==> src/rtl/alu_program_sequencer_if.sv <==
// Memory-subsystem and tinyALU signal bundle between the program sequencer and its slaves.
interface alu_program_sequencer_if #(
    parameter int unsigned ADDR_W = 14
);
    localparam int unsigned BYTE_W = 8;
    localparam int unsigned WORD_W = 16;
    localparam int unsigned OP_W   = 3;

    // memory side
    logic              read_req;
    logic              write_req;
    logic [ADDR_W-1:0] addrout;
    logic [BYTE_W-1:0] datatoinst;
    logic [WORD_W-1:0] datatomem;
    logic              mem_done;

    // ALU side
    logic [BYTE_W-1:0] A;
    logic [BYTE_W-1:0] B;
    logic [OP_W-1:0]   op;
    logic              start;
    logic              done;
    logic [WORD_W-1:0] result;

    modport master (
        output read_req, write_req, addrout, datatomem, A, B, op, start,
        input  datatoinst, mem_done, done, result
    );

    modport slave (
        input  read_req, write_req, addrout, datatomem, A, B, op, start,
        output datatoinst, mem_done, done, result
    );
endinterface

==> src/rtl/alu_program_sequencer.sv <==
// Program sequencer: fetches 3-byte instructions, runs them on the tinyALU and
// stores each 16-bit result to the result region. Every output is registered.
module alu_program_sequencer #(
    parameter int unsigned       ADDR_W    = 14,
    parameter logic [ADDR_W-1:0] PROG_BASE = ADDR_W'(0),
    parameter logic [ADDR_W-1:0] RES_BASE  = ADDR_W'(14'h2000),
    parameter int unsigned       TIMEOUT   = 32
) (
    input  logic                    clk,
    input  logic                    reset_n,
    input  logic                    run,
    output logic                    busy,
    output logic                    halted,
    output logic                    error,
    output logic [15:0]             instr_count,
    alu_program_sequencer_if.master bus
);

    localparam int unsigned BYTE_W = 8;
    localparam int unsigned WORD_W = 16;
    localparam int unsigned OP_W   = 3;
    localparam int unsigned PC_W   = ADDR_W + 1;
    localparam int unsigned TMO_W  = $clog2(TIMEOUT + 1);

    localparam logic [OP_W-1:0]   OP_NOP  = 3'b000;
    localparam logic [WORD_W-1:0] CNT_MAX = '1;
    localparam logic [ADDR_W-1:0] ADDR_MAX = '1;
    localparam logic [TMO_W-1:0]  TMO_LAST = TMO_W'(TIMEOUT - 1);

    typedef enum logic [2:0] {
        S_IDLE,
        S_F0,
        S_F1,
        S_F2,
        S_EXEC,
        S_STORE,
        S_HALTED,
        S_ERR
    } state_t;

    state_t            state_q, state_d;
    logic [ADDR_W-1:0] pc_q, pc_d;
    logic [ADDR_W-1:0] idx_q, idx_d;
    logic [OP_W-1:0]   op_l_q, op_l_d;
    logic [BYTE_W-1:0] a_l_q, a_l_d;
    logic [WORD_W-1:0] result_q, result_d;
    logic [TMO_W-1:0]  tmo_q, tmo_d;

    logic              rd_q, rd_d;
    logic              wr_q, wr_d;
    logic [ADDR_W-1:0] addr_q, addr_d;
    logic [WORD_W-1:0] wdata_q, wdata_d;
    logic [BYTE_W-1:0] a_q, a_d;
    logic [BYTE_W-1:0] b_q, b_d;
    logic [OP_W-1:0]   op_q, op_d;
    logic              start_q, start_d;
    logic              busy_q, busy_d;
    logic              halted_q, halted_d;
    logic              error_q, error_d;
    logic [WORD_W-1:0] cnt_q, cnt_d;

    logic [ADDR_W-1:0] res_addr;
    logic              pc_out_of_range;
    logic [WORD_W-1:0] cnt_inc;

    // Result slot address (wraps naturally at the top of the address space).
    assign res_addr = RES_BASE + idx_q;

    // The last byte of the next instruction must lie below the result region.
    assign pc_out_of_range = (PC_W'(pc_q) + PC_W'(2)) >= PC_W'(RES_BASE);

    // Saturating completed-instruction count.
    assign cnt_inc = (cnt_q == CNT_MAX) ? cnt_q : cnt_q + WORD_W'(1);

    // State and output registers; reset aborts any request in flight.
    always_ff @(posedge clk or negedge reset_n) begin
        if (!reset_n) begin
            state_q  <= S_IDLE;
            pc_q     <= PROG_BASE;
            idx_q    <= '0;
            op_l_q   <= '0;
            a_l_q    <= '0;
            result_q <= '0;
            tmo_q    <= '0;
            rd_q     <= 1'b0;
            wr_q     <= 1'b0;
            addr_q   <= '0;
            wdata_q  <= '0;
            a_q      <= '0;
            b_q      <= '0;
            op_q     <= '0;
            start_q  <= 1'b0;
            busy_q   <= 1'b0;
            halted_q <= 1'b0;
            error_q  <= 1'b0;
            cnt_q    <= '0;
        end else begin
            state_q  <= state_d;
            pc_q     <= pc_d;
            idx_q    <= idx_d;
            op_l_q   <= op_l_d;
            a_l_q    <= a_l_d;
            result_q <= result_d;
            tmo_q    <= tmo_d;
            rd_q     <= rd_d;
            wr_q     <= wr_d;
            addr_q   <= addr_d;
            wdata_q  <= wdata_d;
            a_q      <= a_d;
            b_q      <= b_d;
            op_q     <= op_d;
            start_q  <= start_d;
            busy_q   <= busy_d;
            halted_q <= halted_d;
            error_q  <= error_d;
            cnt_q    <= cnt_d;
        end
    end

    // Next state and next output values. Each fetch/store state spends its
    // first cycle with the request low, which guarantees the idle gap.
    always_comb begin
        state_d  = state_q;
        pc_d     = pc_q;
        idx_d    = idx_q;
        op_l_d   = op_l_q;
        a_l_d    = a_l_q;
        result_d = result_q;
        tmo_d    = tmo_q;
        rd_d     = rd_q;
        wr_d     = wr_q;
        addr_d   = addr_q;
        wdata_d  = wdata_q;
        a_d      = a_q;
        b_d      = b_q;
        op_d     = op_q;
        start_d  = start_q;
        cnt_d    = cnt_q;

        unique case (state_q)
            S_IDLE: begin
                pc_d = PROG_BASE;
                if (run) begin
                    state_d = S_F0;
                end
            end

            S_F0: begin
                if (!rd_q) begin
                    if (pc_out_of_range) begin
                        state_d = S_ERR;
                    end else begin
                        rd_d   = 1'b1;
                        addr_d = pc_q;
                    end
                end else if (bus.mem_done) begin
                    rd_d    = 1'b0;
                    addr_d  = '0;
                    op_l_d  = bus.datatoinst[OP_W-1:0];
                    state_d = bus.datatoinst[BYTE_W-1] ? S_HALTED : S_F1;
                end
            end

            S_F1: begin
                if (!rd_q) begin
                    rd_d   = 1'b1;
                    addr_d = pc_q + ADDR_W'(1);
                end else if (bus.mem_done) begin
                    rd_d    = 1'b0;
                    addr_d  = '0;
                    a_l_d   = bus.datatoinst;
                    state_d = S_F2;
                end
            end

            S_F2: begin
                if (!rd_q) begin
                    rd_d   = 1'b1;
                    addr_d = pc_q + ADDR_W'(2);
                end else if (bus.mem_done) begin
                    rd_d    = 1'b0;
                    addr_d  = '0;
                    pc_d    = pc_q + ADDR_W'(3);
                    a_d     = a_l_q;
                    b_d     = bus.datatoinst;
                    op_d    = op_l_q;
                    start_d = 1'b1;
                    tmo_d   = '0;
                    state_d = S_EXEC;
                end
            end

            S_EXEC: begin
                if (op_q == OP_NOP) begin
                    // nop: one start cycle, ALU response not awaited
                    start_d = 1'b0;
                    a_d     = '0;
                    b_d     = '0;
                    op_d    = '0;
                    cnt_d   = cnt_inc;
                    state_d = S_F0;
                end else if (bus.done) begin
                    // done has priority over an expiring timeout
                    result_d = bus.result;
                    start_d  = 1'b0;
                    a_d      = '0;
                    b_d      = '0;
                    op_d     = '0;
                    state_d  = S_STORE;
                end else if (tmo_q == TMO_LAST) begin
                    start_d = 1'b0;
                    a_d     = '0;
                    b_d     = '0;
                    op_d    = '0;
                    state_d = S_ERR;
                end else begin
                    tmo_d = tmo_q + TMO_W'(1);
                end
            end

            S_STORE: begin
                if (!wr_q) begin
                    wr_d    = 1'b1;
                    addr_d  = res_addr;
                    wdata_d = result_q;
                end else if (bus.mem_done) begin
                    wr_d    = 1'b0;
                    addr_d  = '0;
                    wdata_d = '0;
                    idx_d   = (res_addr == ADDR_MAX) ? '0 : idx_q + ADDR_W'(1);
                    cnt_d   = cnt_inc;
                    state_d = S_F0;
                end
            end

            S_HALTED: begin
                state_d = S_HALTED;
            end

            S_ERR: begin
                state_d = S_ERR;
            end

            default: begin
                state_d = S_IDLE;
            end
        endcase

        busy_d   = !(state_d inside {S_IDLE, S_HALTED, S_ERR});
        halted_d = (state_d == S_HALTED);
        error_d  = (state_d == S_ERR);
    end

    assign bus.read_req  = rd_q;
    assign bus.write_req = wr_q;
    assign bus.addrout   = addr_q;
    assign bus.datatomem = wdata_q;
    assign bus.A         = a_q;
    assign bus.B         = b_q;
    assign bus.op        = op_q;
    assign bus.start     = start_q;

    assign busy        = busy_q;
    assign halted      = halted_q;
    assign error       = error_q;
    assign instr_count = cnt_q;

endmodule

==> src/flat_wrapper.sv <==
// flat-port wrapper written by rule: the top's interface ports become plain ports
module alu_program_sequencer_flat 
#(
    parameter int unsigned       ADDR_W    = 14,
    parameter logic [ADDR_W-1:0] PROG_BASE = ADDR_W'(0),
    parameter logic [ADDR_W-1:0] RES_BASE  = ADDR_W'(14'h2000),
    parameter int unsigned       TIMEOUT   = 32
)
  (clk, reset_n, run, busy, halted, error, instr_count, bus_read_req, bus_write_req, bus_addrout, bus_datatomem, bus_A, bus_B, bus_op, bus_start, bus_datatoinst, bus_mem_done, bus_done, bus_result);
  alu_program_sequencer_if #(.ADDR_W(ADDR_W)) bus_i ();
  input  logic clk;
  input  logic reset_n;
  input  logic run;
  output logic busy;
  output logic halted;
  output logic error;
  output logic [15:0] instr_count;
  output wire logic [$bits(bus_i.read_req)-1:0] bus_read_req;
  output wire logic [$bits(bus_i.write_req)-1:0] bus_write_req;
  output wire logic [$bits(bus_i.addrout)-1:0] bus_addrout;
  output wire logic [$bits(bus_i.datatomem)-1:0] bus_datatomem;
  output wire logic [$bits(bus_i.A)-1:0] bus_A;
  output wire logic [$bits(bus_i.B)-1:0] bus_B;
  output wire logic [$bits(bus_i.op)-1:0] bus_op;
  output wire logic [$bits(bus_i.start)-1:0] bus_start;
  input wire logic [$bits(bus_i.datatoinst)-1:0] bus_datatoinst;
  input wire logic [$bits(bus_i.mem_done)-1:0] bus_mem_done;
  input wire logic [$bits(bus_i.done)-1:0] bus_done;
  input wire logic [$bits(bus_i.result)-1:0] bus_result;
  assign bus_read_req = bus_i.read_req;
  assign bus_write_req = bus_i.write_req;
  assign bus_addrout = bus_i.addrout;
  assign bus_datatomem = bus_i.datatomem;
  assign bus_A = bus_i.A;
  assign bus_B = bus_i.B;
  assign bus_op = bus_i.op;
  assign bus_start = bus_i.start;
  assign bus_i.datatoinst = bus_datatoinst;
  assign bus_i.mem_done = bus_mem_done;
  assign bus_i.done = bus_done;
  assign bus_i.result = bus_result;
  alu_program_sequencer #(.ADDR_W(ADDR_W), .PROG_BASE(PROG_BASE), .RES_BASE(RES_BASE), .TIMEOUT(TIMEOUT)) u_core (.clk(clk), .reset_n(reset_n), .run(run), .busy(busy), .halted(halted), .error(error), .instr_count(instr_count), .bus(bus_i));
endmodule
==> config.mk <==
export PLATFORM = sky130hd
export DESIGN_NAME = alu_program_sequencer_flat
export DESIGN_NICKNAME = d
export VERILOG_FILES = /design/src/rtl/alu_program_sequencer_if.sv /design/src/rtl/alu_program_sequencer.sv /design/src/flat_wrapper.sv
export SDC_FILE = /design/constraint.sdc
export NUM_CORES = 1
export LEC_CHECK = 0
export CAP_MARGIN = 0
export CORE_ASPECT_RATIO = 1.2
export CORE_UTILIZATION = 50
export CTS_CLUSTER_SIZE = 8
export DETAILED_ROUTE_END_ITERATION = 12
export PLACE_DENSITY = 0.73
export SLEW_MARGIN = 20
export SYNTH_ARGS = -nofsm -noshare
export SYNTH_HDL_FRONTEND = slang
export SYNTH_SLANG_ARGS = --single-unit
==> constraint.sdc <==
create_clock -name clk -period 2.9 [get_ports clk]
set_input_delay 0.58 -clock clk [delete_from_list [all_inputs] [get_ports clk]]
set_output_delay 0.58 -clock clk [all_outputs]
set_load 0.005 [all_outputs]
==> reports/results.md, run 1 <==
| Item | This run |
|---|---|
| Area of placed instances | 8210 um2 |
| Number of flip-flops and latches in the synthesized netlist | 135 |
| Total routed wirelength | 18.3 mm |
| Count of instances resized after the clock tree is built | 0 |
| Net Sw Power | 3.15 mW |
| Area of the mapped netlist | 6970 um2 |
| Clock sinks | 135 |
| Portion of total power attributed to the clock network | 25.6% |
| Share of synthesized area occupied by flip-flops and latches | 48.5% |
| Internal Pwr Total | 5.47 mW |
| # setup viols final | 0 |
| Total of max-cap violations | 0 |
| Type of destination of the critical path | register |
| Netlist cell types | 69 |
| Transition at the pin with the smallest max-transition slack | 0.715 ns |
| Clock latency at the later pin of the worst-skew pair | 0.43 ns |
| Growth of design area from synthesis to finish | 26.4% |
| Violation count after the first detailed-routing iteration | 443 |
| Clock buffers created by TritonCTS | 17 |
| Static power due to leakage | 3.89 nW |
| Clock Root Buffer | sky130_fd_sc_hd__clkbuf_16 |
| Post-detailed-route count of antenna-violating nets | 0 |
| RePlAce Congestion | 0.912 |
| Sequential fraction of design power | 35.8% |
| Routed via count | 5718 |
| Inserted Diodes | 0 |
| Post-route standard cell area excluding fillers | 8810 um2 |
| Post-route DRC violation count | 0 |
| Synth async-reset ratio | 100% |
| Die Footprint | 14400 um2 |
| Placeable Area | 13400 um2 |
| Vias per cell | 6.04 |
| Number of I/O port buffers | 99 |
| Pre-antenna DRT Iters | 8 |
| Final HPWL from detailed placement | 12.8 mm |
| Hold Path Class | in -> async |
| Data required time of the critical path | 3.22 ns |
| Final clock skew | 0.0109 ns |
| Largest net degree at the start of global routing | 48 |
| First-pass GRT wire length | 30.1 mm |
| Maximum fanout encountered on the critical timing path | 27 |
| Level count of the clock H-tree | 4 |
| Horiz. Die Dim | 110 um |
| Synthesized Nets | 693 |
| Synthesized area per cell | 10.6 um2 |
| Antenna violations before repair | 0 |
| Post-Route Setup TNS | 0 ns |
| Data arrival time of the worst path | 2.81 ns |
| Initial core utilization | 52.0% |
| Clock tree from TritonCTS | yes |
| Routed len/inst | 19.4 um |
| Hold violation total from the final report | 0 |
| Deepest clock path buffer count | 2 |
| Post-route clock period utilization | 86.2% |
| Via count of the first global-routing pass | 5793 |
| Result of the run | complete, no violations |
| Rel. slew slack | 52.3% |
| Cts-stage hold buffer count | 0 |
| Time the worst path needs with I/O delays and setup | 2.50 ns |
| Startpoint-to-endpoint class of the critical path | reg -> reg |
| Maximum vdd ir drop | 0.000524 V |
| Sequential cell area | 3380 um2 |
| Setup repair bufs after CTS | 0 |
| Worst path slowest cell | sky130_fd_sc_hd__dfrtp_1 |
| Die Height | 131 um |
| Setup repair after global routing missed its margin | no |
| Crit start category | register |
| Net count, final | 802 |
| Core Rows | 46 |
| Top flip-flop cell by instance count after synthesis | sky130_fd_sc_hd__dfrtp_1 |
| Most common cell after layout, fill and taps aside | sky130_fd_sc_hd__dfrtp_1 |
| Max incr delay on CP | 0.54 ns |
| Total power density per cell area | 978 nW/um2 |
| Synthesized instance count | 657 |
| Number of enable flip-flop cells after synthesis | 0 |
| Highest-count cells in the layout ignoring fill and taps | sky130_fd_sc_hd__dfrtp_1 (135), sky130_fd_sc_hd__clkdlybuf4s50_1 (98), sky130_fd_sc_hd__nor2_1 (54) |
| Number of synthesis warnings | 0 |
| Clk pin slew, worst setup/hold paths | 0.06 ns |
| Filler Cell Count | 1104 |
| I/O pin total | 100 |
| Number of max-slew violations in the final report | 0 |
| Overall fraction of global-route tracks in use | 27.2% |
| Total area of multi-input combinational cells | 3350 um2 |
| Fraction of final layout cells with drive strength greater than 1 | 15.5% |
| Max Clk Rate | 400 MHz |
| Net switching fraction of the power | 36.5% |
| Power share of the combinational group | 38.6% |
| Cells traversed along the worst timing path | ha_1 > and3_1 > a31oi_4 > o41ai_4 > buf_4 > nor2_1 > a22o_1 |
| Grt total ovfl | 0 |
## flip-flops by register name, summed over array words and instances, names as in the netlist
name	count
u_core.bus.write_req	1
u_core.halted	1
u_core.bus.read_req	1
u_core.state_q	3
u_core.bus.op	3
u_core.op_l_q	3
u_core.tmo_q	6
u_core.instr_count	16
u_core.error	1
u_core.bus.A	8
u_core.pc_q	14
u_core.busy	1
u_core.result_q	16
u_core.bus.datatomem	16
u_core.bus.addrout	14
u_core.a_l_q	8
u_core.bus.B	8
u_core.idx_q	14
u_core.bus.start	1
## power by group through the flow
stage / clock network, mW / logic [mW] / registers (mW)
global placement: 0 / 3.24 / 3.07
detailed placement: 0 / 3.31 / 3.08
floorplan: 0 / 2.10 / 2.85
global route: 2.32 / 3.61 / 3.17
finish: 2.21 / 3.32 / 3.09
CTS: 2.24 / 3.33 / 3.07
## critical path, delay by kind of cell (launching register included)
family                     cells  cell delay (ns)
buffers and inverters          1             0.36
adders and majority gates      1             0.32
AOI/OAI and AO/OA              3             0.71
and+or+nand+nor                2             0.45
DFF                            1             0.54
## cells by family after synthesis
group | after synthesis | synth area share (%)
simple gates | 227 | 18.1
compound gates | 142 | 15.5
flops | 135 | 48.5
buf+inv | 52 | 3.41
xor+xnor | 47 | 5.91
mux | 47 | 7.32
fa+ha+maj | 7 | 1.26
## final timing paths
kind | start | end | slack [ns] | cells after the start
max | u_core.pc_q[1]$_DFFE_PN0P_ | u_core.bus.addrout[8]$_DFFE_PN0P_ | 0.40 | 7
min | reset_n | u_core.bus.A[4]$_DFFE_PN0P_ | 0.16 | 1
max reg2reg | u_core.pc_q[1]$_DFFE_PN0P_ | u_core.bus.addrout[8]$_DFFE_PN0P_ | 0.40 | 7
min reg2reg | u_core.bus.start$_DFFE_PN0P_ | u_core.bus.start$_DFFE_PN0P_ | 0.48 | 1
max in group asynchronous | reset_n | u_core.pc_q[9]$_DFFE_PN0P_ | 1.97 | 2
min in group clk | u_core.bus.start$_DFFE_PN0P_ | u_core.bus.start$_DFFE_PN0P_ | 0.48 | 1
## through the flow
step	hold WS, ns	std cells	power [mW]	setup WS, ns	utilization [%]
6_report	0.156	947	8.62	0.401	65.7
5_1_grt	0.197	947	9.09	0.295	65.7
4_1_cts	0.173	947	8.65	0.440	65.7
3_5_place_dp	0.466	915	6.40	0.332	61.2
3_3_place_gp	0.461	915	6.30	0.410	61.2
2_1_floorplan	0.284	657	4.95	0.868	-
## area by class of cell
type,count,area share [%]
inverters,15,0.639
multi-input cells,470,38.1
clock inverters,14,1.86
flip-flops and latches,135,38.3
well taps,168,2.39
repair buffers,127,13.7
clock buffers,18,4.98
## layer usage
| metal | part of all wire (%) | wire length [um] | up-vias | track usage (%) |
|---|---|---|---|---|
| met3 | 5.4 | 998 | 41 | 6.05 |
| met2 | 49 | 9040 | 218 | 42.3 |
| li1 | - | - | 2633 | - |
| met4 | 2.7 | 497 | 0 | 12.5 |
| met1 | 43 | 7800 | 2826 | 35.8 |
| met5 | 0 | 0 | - | 0 |
## Yosys cell counts, drive strengths merged (19+ instances only)
library cell    n  area, um2
nand4          19        125
nor2           55        209
a22o           37        324
a21oi          21        109
xor2           26        228
o21ai          19        118
nand2          43        161
clkbuf         22       82.6
xnor2          21        184
mux2           32        360
dfrtp         135       3380
nand3          24        120
Power figures use the tool's default switching activity.
==> run 2, diff against run 1 <==
- GPL_TIMING_DRIVEN: default -> 0
==> reports/results.md, run 2 (same netlist as run 1, synthesis figures left out) <==
| Item | This run | vs previous |
|---|---|---|
| Vias per cell | 6.01 | -0.40% |
| Number of max-slew violations in the final report | 0 | unchanged |
| Largest net degree at the start of global routing | 74 | +54% |
| Rel. slew slack | 39.3% | -13 points |
| Horiz. Die Dim | 110 um | unchanged |
| Die Footprint | 14400 um2 | unchanged |
| Top layer in use | met4 |  |
| Post-route DRC violation count | 0 | unchanged |
| Internal Pwr Total | 5.23 mW | -4.4% |
| Time the worst path needs with I/O delays and setup | 2.62 ns | +0.117 ns |
| Clock Root Buffer | sky130_fd_sc_hd__clkbuf_16 |  |
| Die Height | 131 um | unchanged |
| Filler Cell Count | 1122 | +1.6% |
| Routed via count | 5755 | +0.65% |
| Data arrival time of the worst path | 2.91 ns | +0.10 ns |
| Clock buffers created by TritonCTS | 17 | unchanged |
| Pre-antenna DRT Iters | 5 | -3 |
| Initial core utilization | 52.0% | unchanged |
| Met2 routed wirelength | 8.92 mm | -1.4% |
| Max Clk Rate | 382 MHz | -4.5% |
| Highest-count cells in the layout ignoring fill and taps | sky130_fd_sc_hd__dfrtp_1 (135), sky130_fd_sc_hd__clkdlybuf4s50_1 (98), sky130_fd_sc_hd__nor2_1 (54) |  |
| Net count, final | 812 | +1.2% |
| Post-Route Setup TNS | 0 ns | unchanged |
| Fin util | 65.0% | -0.69 points |
| Sequential fraction of design power | 34.8% | -1.0 points |
| Startpoint-to-endpoint class of the critical path | in -> reg |  |
| Maximum fanout encountered on the critical timing path | 10 | -63% |
| Total routed wirelength | 18.6 mm | +1.5% |
| Transition at the pin with the smallest max-transition slack | 0.902 ns | +0.187 ns |
| Placeable Area | 13400 um2 | unchanged |
| Type of destination of the critical path | register |  |
| Deepest clock path buffer count | 2 | unchanged |
| Minimum setup slack among reg-to-reg paths | 0.31 ns | -0.09 ns |
| Met3 routed wirelength | 999 um | +0.10% |
| Fraction of final layout cells with drive strength greater than 1 | 13.2% | -2.4 points |
| Clock tree from TritonCTS | yes |  |
| Via count of the first global-routing pass | 5834 | +0.71% |
| Inserted Diodes | 0 | unchanged |
| Static power due to leakage | 3.82 nW | -2.0% |
| Final clock skew | 0.00820 ns | -0.00275 ns |
| Grt total ovfl | 0 | unchanged |
| Net switching fraction of the power | 37.6% | +1.1 points |
| Data required time of the critical path | 3.19 ns | -0.03 ns |
| Setup repair bufs after CTS | 0 | unchanged |
| Total power density per cell area | 960 nW/um2 | -1.8% |
| Clock sinks | 135 | unchanged |
| Number of I/O port buffers | 99 | unchanged |
| Power share of the combinational group | 42.6% | +4.0 points |
| Hold Path Class | in -> async |  |
| Routed len/inst | 19.5 um | +0.48% |
| Hold violation total from the final report | 0 | unchanged |
| Maximum vdd ir drop | 0.000489 V | -6.7% |
| Post-Route M1 WL | 8.06 mm | +3.4% |
| Most common cell after layout, fill and taps aside | sky130_fd_sc_hd__dfrtp_1 |  |
| Setup repair after global routing missed its margin | no |  |
| RePlAce Congestion | 0.951 | +4.3% |
| Result of the run | complete, no violations |  |
| Cts-stage hold buffer count | 0 | unchanged |
| I/O pin total | 100 | unchanged |
| Clock latency at the later pin of the worst-skew pair | 0.42 ns | about the same |
| Antenna violations before repair | 0 | unchanged |
| Crit start category | input pin |  |
| Overall fraction of global-route tracks in use | 27.5% | +0.31 points |
| Growth of design area from synthesis to finish | 25.1% |  |
| Post-detailed-route count of antenna-violating nets | 0 | unchanged |
| First-pass GRT wire length | 30.4 mm | +0.92% |
| Portion of total power attributed to the clock network | 22.6% | -3.0 points |
| Level count of the clock H-tree | 4 | unchanged |
| Violation count after the first detailed-routing iteration | 447 | +0.90% |
| Net Sw Power | 3.15 mW | about the same |
| Clk pin slew, worst setup/hold paths | 0.06 ns | about the same |
| # setup viols final | 0 | unchanged |
| Count of instances resized after the clock tree is built | 0 | unchanged |
| Core Rows | 46 | unchanged |
| Number of cells on the worst reg-to-reg path | 8 | +1 |
| Power after layout | 8.38 mW | -2.8% |
| R2r endpoint | u_core.bus.addrout[9]$_DFFE_PN0P_ |  |
| Post-route clock period utilization | 90.2% | +4.0 points |
| Reg-to-Reg Start | u_core.pc_q[1]$_DFFE_PN0P_ |  |
| Final HPWL from detailed placement | 13.1 mm | +2.1% |
| Total of max-cap violations | 0 | unchanged |
## run 2: cell types whose count changed in the layout (fill, tap and decap cells not counted), sizes merged
cell,previous run,this run
inv,19,14
clkinv,5,11
buf,29,17
clkbuf,18,41
bufinv,2,0
## run 2: worst max-delay path by stage
stage / endpoint / start / cells after the start / slack, ns
6_report: u_core.bus.addrout[2]$_DFFE_PN0P_ / bus_mem_done / 8 / 0.28
2_1_floorplan: u_core.bus.addrout[8]$_DFFE_PN0P_ / u_core.pc_q[1]$_DFFE_PN0P_ / 7 / 0.87
3_5_place_dp: u_core.bus.B[2]$_DFFE_PN0P_ / bus_mem_done / 6 / -0.05
5_1_grt: u_core.bus.addrout[2]$_DFFE_PN0P_ / bus_mem_done / 8 / 0.14
3_3_place_gp: u_core.pc_q[9]$_DFFE_PN0P_ / reset_n / 1 / -3.99
4_1_cts: u_core.bus.addrout[9]$_DFFE_PN0P_ / u_core.pc_q[1]$_DFFE_PN0P_ / 8 / 0.38
## run 2: layout make-up
class / count / area (um2) / area share (%)
inverter: 15 / 56.3 / 0.646
sequential: 135 / 3380 / 38.7
clock inverter: 13 / 83.8 / 0.961
tap: 168 / 210 / 2.41
clock buffer: 19 / 433 / 4.96
multi-input combinational: 470 / 3350 / 38.5
timing repair buffer: 100 / 1020 / 11.7
buffer: 37 / 181 / 2.08
## run 2: per-layer routing
metal	vias to the layer above	global-route usage, %
met1	2852	37.3
met2	203	42.3
met3	45	5.56
li1	2655	-
met4	0	12.1
met5	-	0
## run 2: critical path: stages
cell and delay (ns):
sky130_fd_sc_hd__clkdlybuf4s50_1 0.62, sky130_fd_sc_hd__clkbuf_1 0.50, sky130_fd_sc_hd__inv_1 0.17, sky130_fd_sc_hd__clkbuf_1 0.31, sky130_fd_sc_hd__a31oi_1 0.24, sky130_fd_sc_hd__o22ai_1 0.10, sky130_fd_sc_hd__a311oi_1 0.27, sky130_fd_sc_hd__o22ai_1 0.11
## run 2: per-stage QoR
step	hold WS (ns)	setup WS (ns)	instance area, um2	std cells
after floorplan	0.284	0.868	6970	657
after global placement	0.463	-3.99	8170	924
after detailed placement	0.472	-0.0522	8200	925
after CTS	0.121	0.377	8720	957
after global routing	0.135	0.144	8720	957
final	0.109	0.283	8720	957
## run 2: power groups by stage
stage / clock (mW) / combinational (mW) / sequential (mW)
2_1_floorplan: 0 / 2.10 / 2.85
6_report: 1.90 / 3.57 / 2.91
4_1_cts: 1.93 / 3.54 / 2.91
3_3_place_gp: 0 / 3.45 / 2.90
3_5_place_dp: 0 / 3.52 / 2.92
5_1_grt: 2.01 / 3.84 / 2.99
